<file path="config.mk">
export PLATFORM = sky130hd
export DESIGN_NAME = id_ex_ctrl_stage
export DESIGN_NICKNAME = d
export VERILOG_FILES = /design/src/rtl/id_ex_ctrl_stage.sv
export SDC_FILE = /design/constraint.sdc
export NUM_CORES = 1
export LEC_CHECK = 0
export BUFFER_PORTS_ARGS = -buffer_cell sky130_fd_sc_hd__buf_2
export CAP_MARGIN = 20
export CORE_MARGIN = 2
export CORE_UTILIZATION = 37
export CTS_CLUSTER_DIAMETER = 50
export DETAILED_ROUTE_END_ITERATION = 8
export PLACE_DENSITY_LB_ADDON = 0.12
export SYNTH_ARGS = -nofsm -noshare
export SYNTH_HDL_FRONTEND = slang
export SYNTH_SLANG_ARGS = --single-unit
export TNS_END_PERCENT = 1
</file>
<file path="constraint.sdc">
create_clock -name clk -period 2.3 [get_ports clk]
set_clock_uncertainty 0.15 [all_clocks]
set_input_delay 0.46 -clock clk [delete_from_list [all_inputs] [get_ports clk]]
set_output_delay 0.46 -clock clk [all_outputs]
set_load 0.05 [all_outputs]
</file>
<file path="src/rtl/id_ex_ctrl_stage.sv">
// ID/EX control pipeline register with load-use / ecall interlock and an
// ecall-driven RUN -> DRAIN -> HALTED end-of-program sequencer.
module id_ex_ctrl_stage (
    input  logic        clk,
    input  logic        reset,
    input  logic        is_jal,
    input  logic        is_jalr,
    input  logic        branch,
    input  logic        mem_read,
    input  logic        mem_to_reg,
    input  logic        mem_write,
    input  logic        alu_src,
    input  logic        write_enable,
    input  logic        pc_to_reg,
    input  logic        is_ecall,
    input  logic [4:0]  id_rs1,
    input  logic [4:0]  id_rs2,
    input  logic [4:0]  id_rd,
    input  logic [31:0] id_x17,
    input  logic        ex_flush,
    output logic        ex_is_jal,
    output logic        ex_is_jalr,
    output logic        ex_branch,
    output logic        ex_mem_read,
    output logic        ex_mem_to_reg,
    output logic        ex_mem_write,
    output logic        ex_alu_src,
    output logic        ex_write_enable,
    output logic        ex_pc_to_reg,
    output logic        ex_is_ecall,
    output logic [4:0]  ex_rd,
    output logic        stall,
    output logic        halted
);

    typedef enum logic [1:0] {
        RUN    = 2'd0,
        DRAIN  = 2'd1,
        HALTED = 2'd2
    } state_t;

    state_t      state_r;
    state_t      state_nxt_s;
    logic [1:0]  drain_cnt_r;
    logic [1:0]  drain_cnt_nxt_s;
    logic        halted_r;
    logic [9:0]  ex_ctrl_r;
    logic [4:0]  ex_rd_r;
    logic [9:0]  id_ctrl_s;
    logic        load_use_s;
    logic        ecall_haz_s;
    logic        stall_s;
    logic        bubble_s;
    logic        halt_trig_s;

    // Register 0 is hard-wired, so a producer targeting x0 never creates a hazard.
    function automatic logic reg_match(input logic [4:0] prod_rd, input logic [4:0] src);
        return (prod_rd != 5'd0) && (prod_rd == src);
    endfunction

    assign id_ctrl_s = {is_jal, is_jalr, branch, mem_read, mem_to_reg,
                        mem_write, alu_src, write_enable, pc_to_reg, is_ecall};

    // Hazard detection against the instruction currently held in EX.
    always_comb begin
        load_use_s  = ex_ctrl_r[6] &&
                      (reg_match(ex_rd_r, id_rs1) || reg_match(ex_rd_r, id_rs2));
        ecall_haz_s = is_ecall && ex_ctrl_r[2] && (ex_rd_r == 5'd17);
    end

    // Sequencer next state plus stall/bubble decisions.
    always_comb begin
        state_nxt_s     = state_r;
        drain_cnt_nxt_s = drain_cnt_r;
        stall_s         = 1'b0;
        bubble_s        = 1'b0;
        halt_trig_s     = 1'b0;
        case (state_r)
            RUN: begin
                stall_s     = (load_use_s || ecall_haz_s) && !ex_flush;
                bubble_s    = ex_flush || stall_s;
                halt_trig_s = is_ecall && (id_x17 == 32'd10) && !stall_s && !ex_flush;
                if (halt_trig_s) begin
                    state_nxt_s     = DRAIN;
                    drain_cnt_nxt_s = 2'd2;
                end else begin
                    state_nxt_s     = RUN;
                end
            end
            DRAIN: begin
                // Flush and hazards are irrelevant while older work retires.
                stall_s  = 1'b1;
                bubble_s = 1'b1;
                if (drain_cnt_r == 2'd0) begin
                    state_nxt_s = HALTED;
                end else begin
                    drain_cnt_nxt_s = drain_cnt_r - 2'd1;
                end
            end
            HALTED: begin
                stall_s  = 1'b1;
                bubble_s = 1'b1;
            end
            default: begin
                state_nxt_s     = RUN;
                drain_cnt_nxt_s = 2'd0;
                stall_s         = 1'b1;
                bubble_s        = 1'b1;
            end
        endcase
    end

    // Sequencer state, sticky halt flag and the ID/EX pipeline register.
    always_ff @(posedge clk) begin
        if (!reset) begin
            state_r     <= RUN;
            drain_cnt_r <= 2'd0;
            halted_r    <= 1'b0;
            ex_ctrl_r   <= 10'd0;
            ex_rd_r     <= 5'd0;
        end else begin
            state_r     <= state_nxt_s;
            drain_cnt_r <= drain_cnt_nxt_s;
            halted_r    <= (state_nxt_s == HALTED);
            if (bubble_s) begin
                ex_ctrl_r <= 10'd0;
                ex_rd_r   <= 5'd0;
            end else begin
                ex_ctrl_r <= id_ctrl_s;
                ex_rd_r   <= id_rd;
            end
        end
    end

    assign ex_is_jal       = ex_ctrl_r[9];
    assign ex_is_jalr      = ex_ctrl_r[8];
    assign ex_branch       = ex_ctrl_r[7];
    assign ex_mem_read     = ex_ctrl_r[6];
    assign ex_mem_to_reg   = ex_ctrl_r[5];
    assign ex_mem_write    = ex_ctrl_r[4];
    assign ex_alu_src      = ex_ctrl_r[3];
    assign ex_write_enable = ex_ctrl_r[2];
    assign ex_pc_to_reg    = ex_ctrl_r[1];
    assign ex_is_ecall     = ex_ctrl_r[0];
    assign ex_rd           = ex_rd_r;
    assign stall           = stall_s;
    assign halted          = halted_r;

endmodule

</file>
==> summary.md <==
| Metric | Value |
|---|---|
| Max-cap check violation count | 0 |
| CTS Buf Count | 3 |
| Vias | 978 |
| Slew Viols, Final | 0 |
| Final hold violation count | 0 |
| DR iter-0 viols | 6 |
| Gate power share | 19.7% |
| Hold_ws | 198.4 ps |
| CTS tree | yes |
| Post-Syn Nets | 154 |
| Final WS setup | -77.39 ps |
| Period minus WS final | 2377 ps |
| Total Neg Setup Slack | -77.39 ps |
| Ports | 77 |
| Effective utilization at floorplan | 40.01% |
| Die ar. | 0.002849 sq mm |
| RSZ-0062 raised after global routing | yes |
| CP cell instances | or3_4 > o31a_1 > and2_4 > nor2_4 > o21ai_2 > buf_6 |
| DP Cell Count | 197 |
| DR vias/cell | 4.748 |
| Crit path capture type | output pin |
| Cell-internal power | 609.5 uW |
| Pre-CTS setup slack | -19.73 ps |
| Die Width | 53.38 um |
| Startpoint types | flop |
| Largest net degree at the start of global routing | 16 |
| Net Sw Power | 195.9 uW |
| Wirelength, routed | 2432 um |
| CP peak stage delay | 390 ps |
| Clk root buf | clkbuf_4 |
| Nets@finish | 240 |
| # hold bufs at CTS | 0 |
| Share of cells above drive strength 1 | 58.43% |
| Syn_area_per_cell | 9.700 sq um |
| Final Cycle Share | 103.4% |
| Sw frac | 24.32% |
| Initial antenna violation count | 0 |
| Worst hold path type | primary input to flop |
| CORE AREA | 0.002255 sq mm |
| Failing checks | negative setup slack |
| Antenna-violating nets left | 0 |
| Measured slew at the worst slew-check pin | 639.9 ps |
| Total congestion overflow | 0 |
| Crit Path Category | flop to output pin |
| Synthesis-to-finish area growth | 64.77% |
| Vert. Die Dim | 53.38 um |
| Max clock buf depth | 2 |
| Syn Inst Count | 93 |
| H-tree levels | 1 |
| Netlist cell types | 27 |
| Total track usage | 20.05% |
| GP Congestion | 0.6904 |
| Vias in the first global route | 980 |
| Crit path buffers/inverters | 1 |
| Drt pass-1 iters | 2 |
| Max VDD drop | 0.4245 mV |
| DP Wirelength | 1937 um |
| Max Fclk | 0.4206 GHz |
| Syn. warnings | 0 |
| # setup viols final | 1 |
| CP arrival | 1770 ps |
| Worst-Skew Late Latency | 300 ps |
| Non-filler instance count after layout | 206 |
| #FFs+latches synth | 20 |
| Post-Syn Area | 902.1 sq um |
| PortBufs | 76 |
| First-pass GRT wire length | 4002 um |
| Clock power frac | 35.2% |
| Worst Path Required | 1690 ps |
| Outcome | finished, violations left |
| Seq/Total Area, Yosys | 44.38% |
| Row cnt | 17 |
| LEAKAGE | 0.0007087 uW |
| Share of power burned in registers | 45.1% |
| Clock sinks | 20 |
| Antenna fix cells | 0 |
| Power density over the cells | 541.9 mW/mm^2 |
| Clock transition at path regs | 120 ps |
| Cell family with most CP delay | simple AND/OR/NAND/NOR gates |
| Crit path max fanout | 2 |
| Worst path slowest cell | or3_4 |
| Slew margin rel. | 57.11% |
| Routed wire length per instance | 11.81 um |
| DRC violations left | 0 |
==> power by group through the flow <==
stage / Combinational, uW / Sequential, uW / Clock [uW]
final: 159 / 363 / 284
after global placement: 140 / 372 / 0
after global routing: 171 / 365 / 308
after detailed placement: 142 / 373 / 0
after CTS: 156 / 363 / 291
after floorplan: 35.3 / 411 / 0
==> repair_timing <==
action                                  4_1_cts  5_1_grt
endpoints found under the setup margin        1        4
gates resized for setup                       9        2
setup buffers                                 4        1
pin swaps                                     7        7
==> Yosys cell counts <==
library cell | count | area share (%)
and4bb_2 | 1 | 1.4
a21boi_0 | 4 | 3.3
and2_1 | 16 | 11
o22ai_1 | 1 | 0.69
nand2b_1 | 2 | 1.4
inv_1 | 3 | 1.2
dfxtp_1 | 20 | 44
o21ai_0 | 2 | 1.1
xnor2_1 | 10 | 9.7
nor4b_2 | 1 | 1.7
nor4_2 | 2 | 2.8
nand3_1 | 4 | 2.2
nand2_1 | 4 | 1.7
nor3_2 | 1 | 1.1
or3_1 | 1 | 0.69
nor2_1 | 4 | 1.7
or4_1 | 1 | 0.83
ha_1 | 1 | 1.4
a21boi_2 | 1 | 1.2
nand3b_1 | 2 | 1.7
nor3_1 | 2 | 1.1
a221o_1 | 1 | 1.1
buf_2 | 1 | 0.55
nor4_1 | 3 | 2.1
a21o_1 | 1 | 0.83
o31a_1 | 1 | 0.97
nand4_1 | 3 | 2.1
==> sequential cells by signal, indices dropped and copies added, names as in the netlist <==
signal / flops
ex_ctrl_r: 10
ex_rd: 5
drain_cnt_r: 2
state_r: 2
halted: 1
==> final cells by class <==
cell class              count  area, sq um
clock buffers               3        22.52
clock inverters             1        30.03
fillers                   191        768.2
inverters                   3        11.26
multi-input cells          69        534.3
flip-flops and latches     20        409.1
well taps                  28        35.03
repair buffers             82        444.2
==> per-stage QoR <==
| stage | utilization [%] | total power, uW | instance area, sq um |
|---|---|---|---|
| floorplan | - | 446.3 | 912.1 |
| global placement | 58.99 | 512.1 | 1330 |
| detailed placement | 58.99 | 515.2 | 1330 |
| CTS | 64.87 | 809.7 | 1463 |
| global route | 65.93 | 844.7 | 1486 |
| finish | 65.93 | 805.5 | 1486 |
==> worst paths after layout <==
path                                startpoint        endpoint  slack, ps  depth (start not counted)
worst max register to register        ex_rd[1]        ex_rd[4]         40                          6
worst min-delay path                    branch    ex_ctrl_r[7]        200                          2
worst min register to register  drain_cnt_r[0]  drain_cnt_r[0]        330                          2
worst max-delay path                  ex_rd[1]           stall        -80                          6
==> metal layers <==
metal	vias up	part of all wire [%]	GRT usage, %
met5	-	0	0
met4	0	1.0	8.974
met3	2	11	4.520
met2	53	54	38.89
met1	427	34	19.66
li1	496	-	-
==> cells in the final DEF, fill, tap and decap left out, types with 2 or more instances in the layout <==
| cell | n |
|---|---|
| nand2_1 | 4 |
| nand3_1 | 3 |
| nor4_1 | 3 |
| buf_2 | 75 |
| nand4_1 | 3 |
| nand3b_1 | 2 |
| nor2_1 | 3 |
| nor3_1 | 2 |
| nand2b_1 | 2 |
| dfxtp_1 | 15 |
| nor4_2 | 2 |
| xnor2_1 | 9 |
| inv_1 | 3 |
| dfxtp_2 | 4 |
| and2_1 | 15 |
| a21boi_0 | 4 |
| buf_4 | 5 |
| clkbuf_4 | 3 |
==> kinds of logic (layout without fill, tap and decap cells) <==
family	count (synthesis)	count (layout)	share of synthesized area [%]
AO/OA/AOI/OAI	11	11	9.294
XOR/XNOR	10	10	9.708
adder cells (fa/ha/maj)	1	1	1.387
buffers and inverters	4	89	1.802
flip-flops	20	20	44.38
AND/OR/NAND/NOR	47	47	33.42
No activity file was read; power rests on OpenSTA's default activity.
